===== src/rtl/operand_fetch_stage.sv =====
// rtl/operand_fetch_stage.sv - decode-side operand fetch with EX/MEM/WB forwarding and load-use stall
//
// Reads two source operands from the register file and substitutes newer values
// that are still in flight in EX, MEM or WB. A load in EX whose result is needed
// now stalls decode for that cycle. The resolved operands and pass-through fields
// are held in the ID/EX register, with valid/ready handshakes on both sides.
//
// Optional feature macro: OPFETCH_PERF_EN (adds the perf_stall_cnt output).
//
// Ports:
//   clk, rst_n                       clock, asynchronous active-low reset
//   flush                            drop the held instruction, block capture
//   in_valid / in_ready              decode-side handshake
//   in_src_ena, in_src_addr          per-source use flags and register addresses
//   in_rd_we, in_rd_addr, in_pc,
//   in_ctrl                          fields passed through to EX
//   rf_read_ena, rf_read_addr        register file read port drive
//   rf_read_data                     register file read data (combinational)
//   ex_*, mem_*, wb_*                forwarding sources (EX data invalid for loads)
//   out_valid / out_ready            EX-side handshake
//   out_src_data, out_rd_we,
//   out_rd_addr, out_pc, out_ctrl    ID/EX register contents
//   perf_stall_cnt                   saturating load-use stall count (optional)

module operand_fetch_stage #(
    parameter int DATA_W = 32,
    parameter int ADDR_W = 5,
    parameter int CTRL_W = 16
) (
    input  logic                         clk,
    input  logic                         rst_n,
    input  logic                         flush,
    input  logic                         in_valid,
    output logic                         in_ready,
    input  logic [1:0]                   in_src_ena,
    input  logic [1:0][ADDR_W-1:0]       in_src_addr,
    input  logic                         in_rd_we,
    input  logic [ADDR_W-1:0]            in_rd_addr,
    input  logic [31:0]                  in_pc,
    input  logic [CTRL_W-1:0]            in_ctrl,
    output logic [1:0]                   rf_read_ena,
    output logic [1:0][ADDR_W-1:0]       rf_read_addr,
    input  logic [1:0][DATA_W-1:0]       rf_read_data,
    input  logic                         ex_wr_ena,
    input  logic [ADDR_W-1:0]            ex_wr_addr,
    input  logic [DATA_W-1:0]            ex_wr_data,
    input  logic                         ex_is_load,
    input  logic                         mem_wr_ena,
    input  logic [ADDR_W-1:0]            mem_wr_addr,
    input  logic [DATA_W-1:0]            mem_wr_data,
    input  logic                         wb_wr_ena,
    input  logic [ADDR_W-1:0]            wb_wr_addr,
    input  logic [DATA_W-1:0]            wb_wr_data,
    output logic                         out_valid,
    input  logic                         out_ready,
    output logic [1:0][DATA_W-1:0]       out_src_data,
    output logic                         out_rd_we,
    output logic [ADDR_W-1:0]            out_rd_addr,
    output logic [31:0]                  out_pc,
    output logic [CTRL_W-1:0]            out_ctrl
`ifdef OPFETCH_PERF_EN
    ,
    output logic [31:0]                  perf_stall_cnt
`endif
);

    logic [1:0][DATA_W-1:0] src_val;
    logic [1:0]             load_hit;
    logic                   hazard;
    logic                   capture;

    logic                   out_valid_q, out_valid_d;
    logic [1:0][DATA_W-1:0] src_data_q;
    logic                   rd_we_q;
    logic [ADDR_W-1:0]      rd_addr_q;
    logic [31:0]            pc_q;
    logic [CTRL_W-1:0]      ctrl_q;

    assign rf_read_ena  = in_src_ena;
    assign rf_read_addr = in_src_addr;

    // Youngest producer wins. r0 is hardwired zero and never forwarded. A hit on
    // a load in EX marks the source as not yet available.
    always_comb begin
        src_val  = '0;
        load_hit = '0;
        for (int i = 0; i < 2; i++) begin
            if (!in_src_ena[i] || (in_src_addr[i] == '0)) begin
                src_val[i] = '0;
            end else if (ex_wr_ena && (in_src_addr[i] == ex_wr_addr)) begin
                src_val[i]  = ex_wr_data;
                load_hit[i] = ex_is_load;
            end else if (mem_wr_ena && (in_src_addr[i] == mem_wr_addr)) begin
                src_val[i] = mem_wr_data;
            end else if (wb_wr_ena && (in_src_addr[i] == wb_wr_addr)) begin
                // The regfile write only lands at the next posedge.
                src_val[i] = wb_wr_data;
            end else begin
                src_val[i] = rf_read_data[i];
            end
        end
    end

    assign hazard   = in_valid && (|load_hit);
    assign in_ready = !flush && !hazard && (!out_valid_q || out_ready);
    assign capture  = in_valid && in_ready;

    always_comb begin
        out_valid_d = out_valid_q;
        if (flush) begin
            out_valid_d = 1'b0;
        end else if (capture) begin
            out_valid_d = 1'b1;
        end else if (out_ready) begin
            out_valid_d = 1'b0;
        end
    end

    always_ff @(posedge clk or negedge rst_n) begin
        if (!rst_n) begin
            out_valid_q <= 1'b0;
            src_data_q  <= '0;
            rd_we_q     <= 1'b0;
            rd_addr_q   <= '0;
            pc_q        <= '0;
            ctrl_q      <= '0;
        end else begin
            out_valid_q <= out_valid_d;
            // capture already excludes flush, so a flushed cycle holds the data.
            if (capture) begin
                src_data_q <= src_val;
                rd_we_q    <= in_rd_we;
                rd_addr_q  <= in_rd_addr;
                pc_q       <= in_pc;
                ctrl_q     <= in_ctrl;
            end
        end
    end

    assign out_valid    = out_valid_q;
    assign out_src_data = src_data_q;
    assign out_rd_we    = rd_we_q;
    assign out_rd_addr  = rd_addr_q;
    assign out_pc       = pc_q;
    assign out_ctrl     = ctrl_q;

`ifdef OPFETCH_PERF_EN
    logic [31:0] stall_cnt_q;

    always_ff @(posedge clk or negedge rst_n) begin
        if (!rst_n) begin
            stall_cnt_q <= '0;
        end else if (hazard && !flush && (stall_cnt_q != 32'hFFFF_FFFF)) begin
            stall_cnt_q <= stall_cnt_q + 32'd1;
        end
    end

    assign perf_stall_cnt = stall_cnt_q;
`endif

endmodule

===== config.mk =====
export PLATFORM = sky130hd
export DESIGN_NAME = operand_fetch_stage
export DESIGN_NICKNAME = d
export VERILOG_FILES = /design/src/rtl/operand_fetch_stage.sv
export SDC_FILE = /design/constraint.sdc
export NUM_CORES = 1
export LEC_CHECK = 0
export ABC_AREA = 1
export BUFFER_PORTS_ARGS = -buffer_cell sky130_fd_sc_hd__buf_4
export CELL_PAD_IN_SITES_DETAIL_PLACEMENT = 1
export CELL_PAD_IN_SITES_GLOBAL_PLACEMENT = 2
export CORE_MARGIN = 2
export CORE_UTILIZATION = 23
export DETAILED_ROUTE_END_ITERATION = 12
export MAX_ROUTING_LAYER = met4
export PLACE_DENSITY_LB_ADDON = 0.1
export SYNTH_ARGS = -nofsm -noshare
export SYNTH_HDL_FRONTEND = slang
export SYNTH_SLANG_ARGS = --single-unit

===== constraint.sdc =====
create_clock -name clk -period 2.2 [get_ports clk]
set_clock_uncertainty 0.2 [all_clocks]
set_input_delay 0.11 -clock clk [delete_from_list [all_inputs] [get_ports clk]]
set_output_delay 0.11 -clock clk [all_outputs]
set_load 0.05 [all_outputs]

==> results.ini <==
[clock_network]
cts_tree=built
cts.sink_count=119
cts-root-buf=clkbuf_16
cts_buffers=17
cts_buffer_depth=2
clock_latency_ns=0.41
htreeDepth=4
clk_pin_slew_worst_paths_ns=0.07

[detailed_routing]
topRoutingLayerUsed=met4
drt_first_iter_violations=624
ant_nets=0
met1_length_um=18700
first_pass_iters=5
met3_length_um=2600
detail_route.wl_per_cell_um=19.8
drc=0
wl_um=43100
num_vias=10221
dr_wl_met2_um=21100
via_per_inst=4.70

[logic_synthesis]
synth.distinct_cells=28
synth-seq-area-share_pct=37.5
yosysTopAreaCell=dfrtp_1
synthCells=1207
yosysWarnings=0
synth_area_leaders=dfrtp_1 38%, nand2_1 26%, nand3_1 16%
synth_fa_ha_area_share_pct=0
synth-compound-area-share_pct=1.23
ys_ff_latch=119
syn_area_sq_um=7930
syn_nets=1457
muxShareOfSynthArea_pct=0
synth_top_area_share_pct=37.5
avgSynthCellArea_sq_um=6.57
synth_top_family_by_area=simple AND/OR/NAND/NOR gates
synthXorXnorAreaFrac_pct=0.221
synth-simple-area-share_pct=50.4

[min_path]
min_path_cells=7
min_from=rf_read_data[52]
whs_endpoint=out_src_data[52]
hp-class=in2reg

[floorplanning]
die_h_um=190
dieArea_sq_um=36000
ios=382
row_count=68
initial_core_util_pct=23.1
core_sq_um=34300
die_x_um=190

[critical_path]
ff2ff_setup_slack_ns=0.11
max_stage_delay_ns=0.40
path_cells=a21oi_1, buf_4, a21boi_4, buf_12, buf_6
worst_ep_arrival_time_ns=1.82
crit_fanout=12
setup.worst_path.class=reg2out
cp-end-kind=primary output
r2r-end=out_valid
crit_path_top_delay_cell=dfrtp_1
rr_startpoint=out_valid
cp.required_ns=1.89
reg2regPathDepth=6
start_kind=flip-flop

[cells_and_area]
num-fill-cells=4252
final_cells=2175
synthToLayoutAreaGrowth_pct=69.5
drive_above_1_share_pct=29.2
mostFrequentLayoutCell=nand2_1
design_area_sq_um=13400
most-common-layout-cells=539 x nand2_1, 415 x buf_4, 258 x nand3_1
fin_nets=1951

[run_status]
violations=negative hold slack
outcome=finished with violations

[global_routing]
grt_pass1_wl_um=65100
grt_usage_pct=24.5
grt_max_degree=120
overflow=0
grt_pass1_vias=10738
antenna_found_initial=6

[placement]
dp_cells=1990
place_area_sq_um=11300
portBuffers=381
gp_congestion=0.905
pre_cts_ws_ns=0.182
dp_hpwl_um=31300

[sta]
period_needed_ns=2.13
finalWorstSetupSlack_ns=0.0664
worst_pin_slew_ns=0.704
fin_crit_sh_pct=97.0
timing.hold.ws_ns=-0.00867
setup_viol=0
drv_slew=0
hold_viol=1
relSlewSlack_pct=53.1
fmax_mhz=469

[power_and_ir_drop]
p_leak_nw=7.25
power.total_w=0.00914
powerDensity_nw_per_um2=680
ir_drop_mv=0.521

[run]
cap_violations=0

## power breakdown
| part | switching (W) | internal, W | total, W |
|---|---|---|---|
| combinational | 0.00233 | 0.00128 | 0.00361 |
| clock | 0.00112 | 0.00170 | 0.00282 |
| sequential | 0.000207 | 0.00250 | 0.00271 |
| total | 0.00365 | 0.00549 | 0.00914 |
## cell families after synthesis
logic type | count (synthesis)
simple gates | 907
buf+inv | 162
flops | 119
compound gates | 17
xor+xnor | 2
## synthesized netlist by cell type (all sizes together)
cell type  instances
o21ai              7
nor2              26
buf               66
dfrtp            119
nand4             64
clkbuf            31
xor2               2
a21boi             1
a21oi              7
nor3               4
nand2            552
o22ai              2
inv               65
nand3            261
## per-layer routing
metal  vias up  GRT usage (%)
met3        32           5.17
li1       4907              -
met1      4944           30.6
met4         0           5.52
met5         -              -
met2       338           40.7
## state kept, by name, indices dropped and copies added (netlist names)
| register | flops |
|---|---|
| out_src_data | 64 |
| out_ctrl | 16 |
| out_pc | 32 |
| out_rd_we | 1 |
| out_valid | 1 |
| out_rd_addr | 5 |
## per-stage QoR
| step | setup TNS [ns] | util, % |
|---|---|---|
| after CTS | 0 | 39.0 |
| final | 0 | 39.2 |
| after global placement | 0 | 33.1 |
| after floorplan | 0 | - |
| after detailed placement | 0 | 33.1 |
| after global routing | -0.00379 | 39.2 |
## repair_timing
action                                 in CTS  in global routing
setup endpoints to repair                   1                  1
gates resized for setup                     1                  0
endpoints found under the hold margin     238                  0
buffers inserted                            1                  4
hold buffers                              140                  0
gates cloned                                1                  1
## layout make-up
type / count / area (sq um) / area share [%]
Tap cell: 455 / 569 / 4.23
Inverter: 65 / 244 / 1.81
Timing Repair Buffer: 572 / 4870 / 36.2
Clock buffer: 18 / 439 / 3.27
Sequential cell: 119 / 2980 / 22.1
Antenna cell: 6 / 15.0 / 0.112
Clock inverter: 14 / 149 / 1.11
Multi-Input combinational cell: 926 / 4190 / 31.1
## how the worst max path moves through the flow
| stage | slack [ns] | from | cells past startpoint | to |
|---|---|---|---|---|
| after floorplan | 0.21 | out_valid | 6 | out_pc[26] |
| after global placement | 0.25 | in_src_addr[4] | 14 | out_pc[5] |
| after detailed placement | 0.18 | in_src_addr[9] | 14 | out_pc[6] |
| after CTS | 0.004 | out_valid | 5 | in_ready |
| after global routing | -0.004 | out_valid | 5 | in_ready |
| final | 0.07 | out_valid | 5 | in_ready |
## worst max-delay path, delay by kind of cell, from the launching register on
| family | cells | cell delay (ns) |
|---|---|---|
| AO/OA/AOI/OAI | 2 | 0.45 |
| buffers and inverters | 3 | 0.53 |
| flip-flops | 1 | 0.40 |
No activity file was read; power rests on OpenSTA's default activity.
